$ cat src/rtl/qed_inst_pkg.sv
// ============================================================================
// Module      : qed_inst_pkg
// Description : Shared constants and types for the SQED instruction generator.
//               It holds the RV32IM opcode, funct3 and funct7 fields, the
//               instruction class enum, the generator FSM state type and the
//               default LFSR feedback polynomial.
// Revision    : 1.0 - initial release
// ============================================================================
`default_nettype none

package qed_inst_pkg;

    // Galois feedback taps and the non-zero state the LFSR returns to on reset
    localparam logic [31:0] c_lfsr_poly_default = 32'h80200003;
    localparam logic [31:0] c_lfsr_reset        = 32'h00000001;

    // Major opcodes
    localparam logic [6:0] c_op_r     = 7'b0110011;
    localparam logic [6:0] c_op_i     = 7'b0010011;
    localparam logic [6:0] c_op_load  = 7'b0000011;
    localparam logic [6:0] c_op_store = 7'b0100011;
    localparam logic [6:0] c_op_nop   = 7'b1111111;

    // funct3 values (ALU, shifts, M-extension, word access)
    localparam logic [2:0] c_f3_add    = 3'b000;
    localparam logic [2:0] c_f3_sll    = 3'b001;
    localparam logic [2:0] c_f3_slt    = 3'b010;
    localparam logic [2:0] c_f3_sltu   = 3'b011;
    localparam logic [2:0] c_f3_xor    = 3'b100;
    localparam logic [2:0] c_f3_srl    = 3'b101;
    localparam logic [2:0] c_f3_or     = 3'b110;
    localparam logic [2:0] c_f3_and    = 3'b111;
    localparam logic [2:0] c_f3_mul    = 3'b000;
    localparam logic [2:0] c_f3_mulh   = 3'b001;
    localparam logic [2:0] c_f3_mulhsu = 3'b010;
    localparam logic [2:0] c_f3_mulhu  = 3'b011;
    localparam logic [2:0] c_f3_word   = 3'b010;

    // funct7 values
    localparam logic [6:0] c_f7_base   = 7'b0000000;
    localparam logic [6:0] c_f7_alt    = 7'b0100000;
    localparam logic [6:0] c_f7_muldiv = 7'b0000001;

    // Instruction class selected by the low three LFSR bits
    typedef enum logic [2:0] {
        CLS_R   = 3'd0,
        CLS_I   = 3'd1,
        CLS_LW  = 3'd2,
        CLS_SW  = 3'd3,
        CLS_NOP = 3'd4
    } inst_class_e;

    // Burst controller states
    typedef enum logic [1:0] {
        ST_IDLE = 2'd0,
        ST_RUN  = 2'd1,
        ST_DONE = 2'd2
    } gen_state_e;

    // 0-2 R-type, 3-4 I-type, 5 load, 6 store, 7 custom NOP
    function automatic inst_class_e decode_class(input logic [2:0] sel);
        inst_class_e cls;
        case (sel)
            3'd0, 3'd1, 3'd2: cls = CLS_R;
            3'd3, 3'd4:       cls = CLS_I;
            3'd5:             cls = CLS_LW;
            3'd6:             cls = CLS_SW;
            default:          cls = CLS_NOP;
        endcase
        return cls;
    endfunction

endpackage

`default_nettype wire

$ cat src/rtl/inst_gen_lfsr.sv
// ============================================================================
// Module      : inst_gen_lfsr
// Description : 32-bit right-shifting Galois LFSR with a synchronous seed load
//               and a single-step enable. A zero seed is replaced by 1 so that
//               the register can never lock up in the all-zero state.
// Revision    : 1.0 - initial release
// ============================================================================
`default_nettype none

module inst_gen_lfsr #(
    parameter logic [31:0] LFSR_POLY = qed_inst_pkg::c_lfsr_poly_default
) (
    input  logic        clk,
    input  logic        rst,
    input  logic        load,
    input  logic        step,
    input  logic [31:0] seed,
    output logic [31:0] value
);
    import qed_inst_pkg::*;

    logic [31:0] r_value;
    logic [31:0] w_next;
    logic [31:0] w_seed_safe;

    assign w_next      = {1'b0, r_value[31:1]} ^ (r_value[0] ? LFSR_POLY : 32'h0);
    assign w_seed_safe = (seed == 32'h0) ? c_lfsr_reset : seed;

    // State register: a load wins over a step, so a seed applied together with
    // a step lands unchanged
    always_ff @(posedge clk) begin
        if (rst) begin
            r_value <= c_lfsr_reset;
        end else if (load) begin
            r_value <= w_seed_safe;
        end else if (step) begin
            r_value <= w_next;
        end
    end

    assign value = r_value;

endmodule

`default_nettype wire

$ cat src/rtl/inst_generator.sv
// ============================================================================
// Module      : inst_generator
// Description : Pseudo-random SQED-legal RV32IM instruction generator. The
//               burst FSM (IDLE/RUN/DONE) hands out one instruction per
//               valid/ready handshake. The instruction word is a pure function
//               of the current LFSR value, so it stays stable while stalled.
//               Configuration macro INST_GEN_MUL_EN adds MUL, MULH, MULHSU and
//               MULHU to the R-type table (14 entries instead of 10).
// Revision    : 1.0 - initial release
// ============================================================================
`default_nettype none

module inst_generator #(
    parameter logic [31:0] LFSR_POLY = qed_inst_pkg::c_lfsr_poly_default
) (
    input  logic        clk,
    input  logic        rst,
    input  logic        start,
    input  logic        abort,
    input  logic        seed_load,
    input  logic [31:0] seed,
    input  logic [15:0] burst_len,
    input  logic        ready,
    output logic        valid,
    output logic [31:0] instruction,
    output logic        done,
    output logic [15:0] count
);
    import qed_inst_pkg::*;

`ifdef INST_GEN_MUL_EN
    localparam logic [3:0] c_r_op_count = 4'd14;
`else
    localparam logic [3:0] c_r_op_count = 4'd10;
`endif
    localparam logic [3:0] c_i_op_count = 4'd9;

    gen_state_e  r_state;
    gen_state_e  w_state_nxt;
    logic [15:0] r_count;
    logic [15:0] w_count_inc;
    logic        w_accept;
    logic        w_load;
    logic        w_clr_count;
    logic [31:0] w_r;

    // ------------------------------------------------------------------------
    // LFSR: seeded from IDLE, advanced once per accepted instruction
    // ------------------------------------------------------------------------
    inst_gen_lfsr #(
        .LFSR_POLY (LFSR_POLY)
    ) u_lfsr (
        .clk   (clk),
        .rst   (rst),
        .load  (w_load),
        .step  (w_accept),
        .seed  (seed),
        .value (w_r)
    );

    assign valid       = (r_state == ST_RUN);
    assign done        = (r_state == ST_DONE);
    assign count       = r_count;
    assign w_accept    = valid && ready;
    assign w_count_inc = r_count + 16'd1;

    // State register
    always_ff @(posedge clk) begin
        if (rst) begin
            r_state <= ST_IDLE;
        end else begin
            r_state <= w_state_nxt;
        end
    end

    // Next-state logic. Abort takes priority over burst completion. Start is
    // only acted on in IDLE, so a start held through DONE is ignored.
    always_comb begin
        w_state_nxt = r_state;
        w_load      = 1'b0;
        w_clr_count = 1'b0;
        case (r_state)
            ST_IDLE: begin
                w_load = seed_load;
                if (start) begin
                    w_state_nxt = ST_RUN;
                    w_clr_count = 1'b1;
                end
            end
            ST_RUN: begin
                if (abort) begin
                    w_state_nxt = ST_IDLE;
                end else if (w_accept && (burst_len != 16'd0) && (w_count_inc == burst_len)) begin
                    w_state_nxt = ST_DONE;
                end
            end
            ST_DONE: begin
                w_state_nxt = ST_IDLE;
            end
            default: begin
                w_state_nxt = ST_IDLE;
            end
        endcase
    end

    // Accepted-instruction counter; an accept in the abort cycle still counts
    always_ff @(posedge clk) begin
        if (rst) begin
            r_count <= 16'd0;
        end else if (w_clr_count) begin
            r_count <= 16'd0;
        end else if (w_accept) begin
            r_count <= w_count_inc;
        end
    end

    // ------------------------------------------------------------------------
    // Encoder. Registers are drawn from 4-bit fields so they stay below x16.
    // ------------------------------------------------------------------------
    inst_class_e w_class;
    logic [4:0]  w_rd;
    logic [4:0]  w_rs1;
    logic [4:0]  w_rs2;
    logic [3:0]  w_r_idx;
    logic [3:0]  w_i_idx;
    logic [2:0]  w_r_f3;
    logic [6:0]  w_r_f7;
    logic [2:0]  w_i_f3;
    logic [11:0] w_i_imm;

    assign w_class = decode_class(w_r[2:0]);
    assign w_rd    = {1'b0, w_r[10:7]};
    assign w_rs1   = {1'b0, w_r[18:15]};
    assign w_rs2   = {1'b0, w_r[23:20]};
    // Out-of-range table indices fold back by a single subtraction
    assign w_r_idx = (w_r[6:3] >= c_r_op_count) ? (w_r[6:3] - c_r_op_count) : w_r[6:3];
    assign w_i_idx = (w_r[6:3] >= c_i_op_count) ? (w_r[6:3] - c_i_op_count) : w_r[6:3];

    // R-type operation table: ADD SUB SLL SLT SLTU XOR SRL SRA OR AND [M ops]
    always_comb begin
        w_r_f3 = c_f3_add;
        w_r_f7 = c_f7_base;
        case (w_r_idx)
            4'd0:  w_r_f3 = c_f3_add;
            4'd1:  begin w_r_f3 = c_f3_add; w_r_f7 = c_f7_alt; end
            4'd2:  w_r_f3 = c_f3_sll;
            4'd3:  w_r_f3 = c_f3_slt;
            4'd4:  w_r_f3 = c_f3_sltu;
            4'd5:  w_r_f3 = c_f3_xor;
            4'd6:  w_r_f3 = c_f3_srl;
            4'd7:  begin w_r_f3 = c_f3_srl; w_r_f7 = c_f7_alt; end
            4'd8:  w_r_f3 = c_f3_or;
            4'd9:  w_r_f3 = c_f3_and;
`ifdef INST_GEN_MUL_EN
            4'd10: begin w_r_f3 = c_f3_mul;    w_r_f7 = c_f7_muldiv; end
            4'd11: begin w_r_f3 = c_f3_mulh;   w_r_f7 = c_f7_muldiv; end
            4'd12: begin w_r_f3 = c_f3_mulhsu; w_r_f7 = c_f7_muldiv; end
            4'd13: begin w_r_f3 = c_f3_mulhu;  w_r_f7 = c_f7_muldiv; end
`endif
            default: begin
                w_r_f3 = c_f3_add;
                w_r_f7 = c_f7_base;
            end
        endcase
    end

    // I-type operation table; shifts replace imm[11:5] with a fixed funct7
    always_comb begin
        w_i_f3  = c_f3_add;
        w_i_imm = w_r[31:20];
        case (w_i_idx)
            4'd0: w_i_f3 = c_f3_add;
            4'd1: w_i_f3 = c_f3_slt;
            4'd2: w_i_f3 = c_f3_sltu;
            4'd3: w_i_f3 = c_f3_xor;
            4'd4: w_i_f3 = c_f3_or;
            4'd5: w_i_f3 = c_f3_and;
            4'd6: begin w_i_f3 = c_f3_sll; w_i_imm = {c_f7_base, w_r[24:20]}; end
            4'd7: begin w_i_f3 = c_f3_srl; w_i_imm = {c_f7_base, w_r[24:20]}; end
            4'd8: begin w_i_f3 = c_f3_srl; w_i_imm = {c_f7_alt,  w_r[24:20]}; end
            default: begin
                w_i_f3  = c_f3_add;
                w_i_imm = w_r[31:20];
            end
        endcase
    end

    // Final instruction assembly; loads and stores use base x0 and keep the
    // top two immediate bits clear so every address stays in a small window
    always_comb begin
        instruction = {w_r[31:7], c_op_nop};
        case (w_class)
            CLS_R:   instruction = {w_r_f7, w_rs2, w_rs1, w_r_f3, w_rd, c_op_r};
            CLS_I:   instruction = {w_i_imm, w_rs1, w_i_f3, w_rd, c_op_i};
            CLS_LW:  instruction = {2'b00, w_r[29:20], 5'd0, c_f3_word, w_rd, c_op_load};
            CLS_SW:  instruction = {2'b00, w_r[29:25], w_rs2, 5'd0, c_f3_word, w_r[11:7], c_op_store};
            CLS_NOP: instruction = {w_r[31:7], c_op_nop};
            default: instruction = {w_r[31:7], c_op_nop};
        endcase
    end

endmodule

`default_nettype wire

$ cat config.mk
export PLATFORM = sky130hd
export DESIGN_NAME = inst_generator
export DESIGN_NICKNAME = d
export VERILOG_FILES = /design/src/rtl/qed_inst_pkg.sv /design/src/rtl/inst_gen_lfsr.sv /design/src/rtl/inst_generator.sv
export SDC_FILE = /design/constraint.sdc
export NUM_CORES = 1
export LEC_CHECK = 0
export BUFFER_PORTS_ARGS = -buffer_cell sky130_fd_sc_hd__buf_2
export CORE_ASPECT_RATIO = 1.1
export CORE_MARGIN = 1.5
export CORE_UTILIZATION = 50
export CTS_CLUSTER_DIAMETER = 50
export DETAILED_ROUTE_END_ITERATION = 8
export MAX_ROUTING_LAYER = met4
export PLACE_DENSITY = 0.77
export SYNTH_ARGS = -nofsm -noshare
export SYNTH_HDL_FRONTEND = slang
export SYNTH_HIERARCHICAL = 1
export SYNTH_SLANG_ARGS = --single-unit
$ cat constraint.sdc
create_clock -name clk -period 5.2 [get_ports clk]
set_input_delay 0.52 -clock clk [delete_from_list [all_inputs] [get_ports clk]]
set_output_delay 0.52 -clock clk [all_outputs]
set_load 0.01 [all_outputs]
==> impl_metrics.toml, run 1 <==
[power]
p_per_area_nw_per_um2 = 218
p_sw_mw = 0.294
internal_power_mw = 0.643
p_leak_nw = 1.71
ir_drop_mv = 0.129
sw_frac_of_total_pct = 31.4
pwr-share-comb_pct = 23.6
power_frac_clock_pct = 30.5
seq_power_share_pct = 45.9

[sta]
relSlewSlack_pct = 30.6
fmax_mhz = 259
setup_tns_ns = 0
hold_violations = 0
report.final.slew_viol_count = 0
period_share_pct = 74.1
rsz0062_at_grt = "false"
finClkSkew_ns = 0.00874
max_slew.worst_pin.slew_ns = 1.04
finalCriticalPeriod_ns = 3.86
setup_viol = 0

[routing]
dr_total_vias = 3822
wl_um = 9650
dr.first_iter.drc_count = 165
wl_per_cell_um = 14.6
viasPerCell = 5.77
drc_errors = 0
drt_first_pass_iters = 4
ant_nets = 0

[cts]
clock_sinks = 50
cts_setup_buffers = 0
ctsHoldBuffers = 0
root_buffer = "clkbuf_8"
clock_latency_ns = 0.31
cts_resized = 0
htreeDepth = 2
numCtsBuffers = 5
tritoncts = "done"
cts.reportedPaths.clkPinSlew_ns = 0.10
clockBufferDepth = 2

[floorplanning]
die_h_um = 94.1
num_io_pins = 104
initial_utilization_pct = 51.0
rows = 33
die_x_um = 85.8
die-area_um2 = 8080
coreArea_um2 = 7390

[critical_path]
worst_path_largest_cell_delay_ns = 0.58
cpMostUsedCell = "a21oi_1"
path_cells = "inv_1 -> ha_1 -> or3b_1 -> a21o_1 -> a22oi_1 -> a21oi_1 -> a21oi_1 -> o22ai_1 -> buf_2"
crit_fanout = 12
start_kind = "flop"
crit_buf_inv = 2
cp.required_ns = 4.68
crit_type = "reg -> out"
endpoint_kind = "output pin"
crit_family = "compound AO/OA/AOI/OAI gates"
reg2reg_depth = 7
crit_slowest_cell = "dfxtp_1"
cp.depth = 9
cp.arrival_ns = 3.34

[placement]
dp_cells = 654
place.gp.congestion = 0.933
dp_hpwl_um = 7350
portBuffers = 101

[hold_path]
hold_class = "in -> reg"
hold_depth = 2

[global_routing]
track_usage_pct = 24.6
antenna_found_initial = 0
grt_max_degree = 65
grt_remaining_overflow = 0
grt_pass1_vias = 3362
grt_pass1_wl_um = 15800

[synth]
ys_async_sr_fraction_pct = 0
synth_compound_area_share_pct = 19.3
synthMuxAreaShare_pct = 8.23
synth-main-ff-cell = "dfxtp_1"
synth-simple-area-share_pct = 27.8
avgSynthCellArea_um2 = 7.53
netlist_area_um2 = 3770
synth-seq-cells = 50
synth_xor_area_share_pct = 9.29
ys_warn_count = 6
synth_seq_area_share_pct = 26.5
synth_top_family_by_area = "simple AND/OR/NAND/NOR gates"
synth.distinct_cells = 66
synth_edf_count = 0
postSynthCellCount = 501
synth_adder_area_share_pct = 1.99

[final_layout]
synthToLayoutAreaGrowth_pct = 14.1
fin_cells = 662
drive_gt1_share_pct = 20.7
fin_nets = 634
insertedDiodeCount = 0

[run_status]
status = "completed"

[run]
maxCapViolCount = 0
## per-layer routing
layer | routed length [µm] | GRT usage, % | vias to the layer above
met3 | 609 | 4.66 | 18
met1 | 4250 | 30.8 | 1741
met5 | 0 | - | -
li1 | - | - | 1927
met4 | 187 | 7.39 | 0
met2 | 4600 | 40.5 | 136
## final timing paths
| kind | start | to | slack, ns |
|---|---|---|---|
| max | u_lfsr/value[4] | instruction[25] | 1.34 |
| min | abort | r_state[1] | 0.39 |
| max reg2reg | count[0] | r_state[1] | 2.48 |
| min reg2reg | count[1] | count[1] | 0.51 |
## registers in the layout, summed over array words and instances, names as in the netlist
register	count
u_lfsr/value	32
count	16
r_state	2
## power groups by stage
stage / clock (mW) / sequential (mW) / combinational (mW)
2_1_floorplan: 0 / 0.425 / 0.166
3_3_place_gp: 0 / 0.438 / 0.217
3_5_place_dp: 0 / 0.439 / 0.220
4_1_cts: 0.293 / 0.430 / 0.221
5_1_grt: 0.311 / 0.434 / 0.247
6_report: 0.285 / 0.430 / 0.221
## cell families (layout without fill, tap and decap cells)
logic type,Yosys count,count (layout)
flops,50,50
fa+ha+maj,6,6
xor+xnor,40,40
buf+inv,48,121
compound gates,113,113
simple gates,212,212
mux,31,31
other cells,1,2
## cells in the mapped netlist (all sizes together), types with 2 or more instances
| library cell | instances | share of area [%] |
|---|---|---|
| nor2 | 89 | 9.0 |
| dfxtp | 50 | 27 |
| a21oi | 47 | 6.2 |
| mux2i | 31 | 8.2 |
| nand2 | 31 | 3.1 |
| xnor2 | 25 | 5.8 |
| buf | 19 | 3.8 |
| clkbuf | 18 | 1.8 |
| nor4 | 15 | 2.5 |
| o21ai | 15 | 2.0 |
| xor2 | 15 | 3.5 |
| and2 | 12 | 2.0 |
| inv | 11 | 1.1 |
| nor3 | 11 | 1.5 |
| nand3 | 10 | 1.7 |
| nand4 | 10 | 1.7 |
| and3 | 7 | 1.2 |
| ha | 6 | 2.0 |
| nand2b | 6 | 1.0 |
| o22ai | 6 | 1.0 |
| nor2b | 5 | 0.83 |
| o211ai | 5 | 1.0 |
| a311o | 4 | 1.1 |
| or3 | 4 | 0.66 |
| a2111oi | 3 | 0.73 |
| a21boi | 3 | 0.60 |
| a22oi | 3 | 0.60 |
| a41oi | 3 | 0.70 |
| nor3b | 3 | 0.60 |
| o311a | 3 | 0.80 |
| a211oi | 2 | 0.40 |
| a21o | 2 | 0.40 |
| a2bb2oi | 2 | 0.46 |
| a31oi | 2 | 0.33 |
| o211a | 2 | 0.53 |
| or2 | 2 | 0.40 |
## layout make-up
type | instances | area [µm²]
Sequential cell | 50 | 1000
Timing Repair Buffer | 102 | 513
Multi-Input combinational cell | 404 | 2520
Fill cell | 709 | 3090
Clock buffer | 5 | 68.8
Clock inverter | 3 | 48.8
Tap cell | 87 | 109
Inverter | 11 | 41.3
## layout by cell type (no fill, tap or decap), drive strengths merged, types with 5 or more instances in the layout
cell type  instances
a21oi             47
and2              12
and3               7
buf              102
clkbuf             5
dfxtp             50
ha                 6
inv               11
mux2i             31
nand2             31
nand2b             6
nand3             10
nand4             10
nor2              89
nor2b              5
nor3              11
nor4              15
o211ai             5
o21ai             15
o22ai              6
xnor2             25
xor2              15
## per-stage QoR
step	power, mW	instance area, µm²	setup slack, ns	util [%]	hold WS (ns)
2_1_floorplan	0.591	3780	2.14	-	0.521
3_3_place_gp	0.655	4190	1.86	56.6	0.497
3_5_place_dp	0.658	4190	1.75	56.6	0.498
4_1_cts	0.943	4300	1.40	58.2	0.385
5_1_grt	0.992	4300	1.09	58.2	0.383
6_report	0.937	4300	1.34	58.2	0.392
Power figures use the tool's default switching activity.
==> run 2, diff against run 1 <==
- ABC_AREA: default -> 1
- CORE_UTILIZATION: 50 -> 48
- clock period: 5.2 -> 3.1 ns (I/O delays scaled with it)
==> impl_metrics.toml, run 2 <==
[global_routing]
grt_max_degree = 33
met2_usage_pct = 45.9
met3_usage_pct = 3.20
grt_pass1_vias = 3890
busiest_layer = "met2"
grt_pass1_wl_um = 17200
antenna_found_initial = 0
grt_remaining_overflow = 0
track_usage_pct = 26.4
use_met1_pct = 31.9

[synth]
synth_seq_area_share_pct = 26.7
netlist.area_leader.share_pct = 26.7
synth-main-ff-cell = "dfxtp_1"
yosysTopAreaCell = "dfxtp_1"
synth_commonest_cells = "147 x nand2_1, 76 x inv_1, 69 x nor2_1, 65 x o21ai_0, 52 x nand3_1"
synth-seq-cells = 50
postSynthCellCount = 618
synth.distinct_cells = 42
synth_edf_count = 0
ys_async_sr_fraction_pct = 0
yosysMostFrequentCell = "nand2_1"
avgSynthCellArea_um2 = 6.07
netlist_area_um2 = 3750
synth_area_leaders = "dfxtp_1 27%, nand2_1 15%, o21ai_0 8.7%"
ys_warn_count = 6

[sta]
finClkSkew_ns = 0.0104
relSlewSlack_pct = 45.7
rsz0062_at_grt = "false"
period_share_pct = 89.6
setup_viol = 0
setup_tns_ns = 0
fmax_mhz = 360
hold_violations = 0
max_slew.worst_pin.slew_ns = 0.814
report.final.slew_viol_count = 0
finalCriticalPeriod_ns = 2.78

[final_layout]
largest_reg_flops = 32
fin_nets = 767
n_fill_cell = 782
design_area_um2 = 4350
insertedDiodeCount = 0
synthToLayoutAreaGrowth_pct = 16.0
final_cell_mix = "147 x nand2_1, 101 x buf_2, 76 x inv_1"
seqCellArea_um2 = 1000
final_common_cell = "nand2_1"
drive_gt1_share_pct = 19.8
multi_input_area_um2 = 2260

[cts]
cts.reportedPaths.clkPinSlew_ns = 0.10
clockBufferDepth = 2
ctsHoldBuffers = 0
clock_sinks = 50
htreeDepth = 2
cts_setup_buffers = 0
numCtsBuffers = 5
tritoncts = "done"
cts_resized = 0
clock_latency_ns = 0.31
root_buffer = "clkbuf_8"

[critical_path]
endpoint_kind = "output pin"
crit_slowest_cell = "dfxtp_1"
worst_path_largest_cell_delay_ns = 0.50
crit_type = "reg -> out"
start_kind = "flop"
worstReg2RegEnd = "r_state[0]"
path_cells = "inv_1 -> ha_1 -> nand3_1 -> nand2_1 -> o21ai_1 -> nand4_1 -> nand3_1 -> nand2_1 -> inv_2 -> nor2_1 -> buf_2"
cp.required_ns = 2.79
cp.arrival_ns = 2.47
reg2reg_depth = 13
crit_fanout = 9
ff2ff_setup_slack_ns = 1.08
r2r-start = "r_state[1]"

[run]
maxCapViolCount = 0

[routing]
viasPerCell = 5.28
dr_total_vias = 4291
wl_per_cell_um = 13.1
drc_errors = 0
dr.first_iter.drc_count = 201
ant_nets = 0
wl_um = 10600
drt_first_pass_iters = 5

[placement]
dp_hpwl_um = 7930
portBuffers = 101
place.gp.congestion = 0.978
dpl_cell_area_um2 = 4240

[power]
p_per_area_nw_per_um2 = 380
p_leak_nw = 2.15
ir_drop_mv = 0.160

[run_status]
status = "completed"

[floorplanning]
num_io_pins = 104
die_x_um = 87.3
coreArea_um2 = 7510
initial_utilization_pct = 49.9
die_h_um = 95.7
die-area_um2 = 8350
rows = 33

[hold_path]
hold_class = "in -> reg"
hold-path-endpoint = "u_lfsr/value[18]"
min_from = "seed[18]"
hold_depth = 3
-- run 2: worst max path at each step --
stage          slack [ns]              end            start  cells past startpoint
2_1_floorplan        1.03  instruction[31]  u_lfsr/value[3]                      9
3_3_place_gp         0.73  instruction[28]  u_lfsr/value[3]                     11
3_5_place_dp         0.68  instruction[28]  u_lfsr/value[3]                     11
4_1_cts              0.32  instruction[28]  u_lfsr/value[3]                     11
5_1_grt              0.08  instruction[28]  u_lfsr/value[3]                     11
6_report             0.32  instruction[28]  u_lfsr/value[3]                     11
-- run 2: cell families (layout without fill, tap and decap cells) --
kind of cell	count (synthesis)	in the layout	synth area share [%]
adders and majority gates	6	6	2.00
other	1	2	0.100
buffers and inverters	108	197	13.2
and+or+nand+nor	303	303	35.6
xor gates and xnor gates	7	7	2.00
AOI/OAI and AO/OA	143	143	20.4
DFF	50	50	26.7
-- run 2: routing by layer --
metal  up-vias  wire length (µm)
met3        18               529
met2       131              5290
li1       2192                 -
met4         0               210
met5         -                 0
met1      1950              4580
-- run 2: critical path, delay by kind of cell, from the launching register on --
kind                     cells  cell delay (ns)
buffers and inverters        3             0.41
AO/OA/AOI/OAI                1             0.28
AND/OR/NAND/NOR              6             0.73
adder cells (fa/ha/maj)      1             0.24
flip-flops                   1             0.50
-- run 2: cell type report --
class / instances / share of cell area, %
multi-input combinational: 461 / 52.0
sequential: 50 / 23.0
timing repair buffer: 104 / 12.1
inverter: 85 / 7.34
tap: 105 / 3.02
clock buffer: 7 / 2.22
clock inverter: 1 / 0.201
-- run 2: through the flow --
stage | worst slack (ns) | power [mW] | instances | utilization [%] | hold slack (ns)
after floorplan | 1.03 | 1.07 | 619 | - | 0.372
after global placement | 0.725 | 1.21 | 805 | 56.4 | 0.507
after detailed placement | 0.677 | 1.22 | 805 | 56.4 | 0.511
after CTS | 0.319 | 1.66 | 813 | 57.8 | 0.234
after global routing | 0.0822 | 1.76 | 813 | 57.8 | 0.238
final | 0.323 | 1.65 | 813 | 57.8 | 0.240
-- run 2: power by group --
group / total [mW] / switching, mW / internal, mW / leakage [nW]
clock network: 0.445 / 0.239 / 0.205 / 0.0544
logic: 0.470 / 0.295 / 0.176 / 1.68
registers: 0.736 / 0.0475 / 0.689 / 0.411
==> run 3, diff against run 2 <==
- ABC_AREA: 1 -> default
==> impl_metrics.toml, run 3 (same netlist as run 1, synthesis figures left out) <==
[run_status]
status = "completed"

[global_routing]
grt_remaining_overflow = 0
track_usage_pct = 25.2
grt_max_degree = 38
grt_pass1_wl_um = 16500
antenna_found_initial = 0
grt_pass1_vias = 3517

[cts]
clockBufferDepth = 2
tritoncts = "done"
clock_sinks = 50
root_buffer = "clkbuf_8"
htreeDepth = 2
clock_latency_ns = 0.31
cts.reportedPaths.clkPinSlew_ns = 0.10
numCtsBuffers = 5

[final_layout]
final_common_cell = "buf_2"
design_area_um2 = 4440
post-route-util_pct = 58.7
n_fill_cell = 720
final_cell_mix = "101 x buf_2, 86 x nor2_1, 50 x dfxtp_1"
fin_cells = 693
largest_reg_flops = 32
fin_nets = 647
insertedDiodeCount = 0
drive_gt1_share_pct = 24.3
synthToLayoutAreaGrowth_pct = 17.6

[critical_path]
cp.required_ns = 2.79
start_kind = "flop"
reg2reg_depth = 7
cp.arrival_ns = 2.65
crit_type = "reg -> out"
endpoint_kind = "output pin"
crit_fanout = 15

[hold_path]
hold_class = "in -> reg"
hold_depth = 2

[sta]
fmax_mhz = 337
setup_viol = 0
period_share_pct = 95.6
setup_tns_ns = 0
hold_violations = 0
finalCriticalPeriod_ns = 2.96
relSlewSlack_pct = 54.7
rsz0062_at_grt = "false"
finClkSkew_ns = 0.0101
report.final.slew_viol_count = 0
max_slew.worst_pin.slew_ns = 0.680

[routing]
drc_errors = 0
wl_um = 10200
viasPerCell = 5.68
wl_per_cell_um = 14.7
drt_first_pass_iters = 4
ant_nets = 0
dr.first_iter.drc_count = 189
dr_total_vias = 3937

[placement]
portBuffers = 101
place.gp.congestion = 0.919
dpl_cell_area_um2 = 4300
dp_hpwl_um = 7710
dp_cells = 684

[floorplanning]
coreArea_um2 = 7560
die_x_um = 87.5
die-area_um2 = 8400
num_io_pins = 104
initial_utilization_pct = 49.9
die_h_um = 96.0
rows = 33

[power]
p_per_area_nw_per_um2 = 345
p_leak_nw = 1.77
ir_drop_mv = 0.176

[run]
maxCapViolCount = 0
==> run 3: cell count changes in the layout (fill, tap and decap cells not counted), moves of 13 or more <==
cell / delta
o21ai_0: -51
nor4_1: +14
mux2i_1: +31
nor2_1: +17
o21ai_1: -15
nand3_1: -43
nand2_1: -116
inv_1: -68
xnor2_1: +21
xor2_1: +13
==> run 3: worst paths after layout <==
| path | from | endpoint | slack [ns] |
|---|---|---|---|
| min reg2reg | count[1] | count[1] | 0.53 |
| max reg2reg | count[0] | r_state[1] | 0.54 |
| min | abort | r_state[1] | 0.19 |
| max | u_lfsr/value[3] | instruction[12] | 0.14 |
==> run 3: timing repair <==
action | CTS | global route
resized for setup | 4 | 8
hold buffers | 0 | 0
buffers inserted | 0 | 1
pin swaps | 0 | 2
setup endpoints to repair | 6 | 9
==> run 3: layout make-up <==
| cell class | count | area (µm²) | area share (%) |
|---|---|---|---|
| inverters | 11 | 41.3 | 0.930 |
| multi-input cells | 404 | 2560 | 57.6 |
| repair buffers | 115 | 611 | 13.8 |
| clock buffers | 5 | 68.8 | 1.55 |
| clock inverters | 3 | 28.8 | 0.648 |
| well taps | 105 | 131 | 2.96 |
| flip-flops and latches | 50 | 1000 | 22.6 |
==> run 3: through the flow <==
stage	setup slack (ns)	hold WS (ns)	total power, mW
CTS	0.0170	0.180	1.53
detailed placement	0.227	0.506	1.12
floorplan	0.250	0.381	0.992
finish	0.135	0.190	1.53
global route	0.0119	0.178	1.62
global placement	0.314	0.500	1.11
==> run 3: critical path: stages (launching register included) <==
cell and delay [ns]:
dfxtp_1 0.33, buf_4 0.18, ha_1 0.23, or3b_4 0.42, a21o_1 0.21, a22oi_2 0.22
buf_4 0.15, a22oi_1 0.08, a211o_1 0.30, o211ai_1 0.07, buf_2 0.15
==> run 3: where the power goes <==
| group | total [mW] | switching, mW | internal, mW |
|---|---|---|---|
| sequential | 0.708 | 0.0361 | 0.672 |
| combinational | 0.416 | 0.236 | 0.180 |
| clock | 0.409 | 0.241 | 0.168 |
==> run 3: metal layers <==
layer,up-vias,track usage (%),wire [µm]
li1,1963,-,-
met3,15,3.52,565
met1,1832,29.8,4430
met2,127,44.8,5080
met4,0,6.48,138
met5,-,-,0
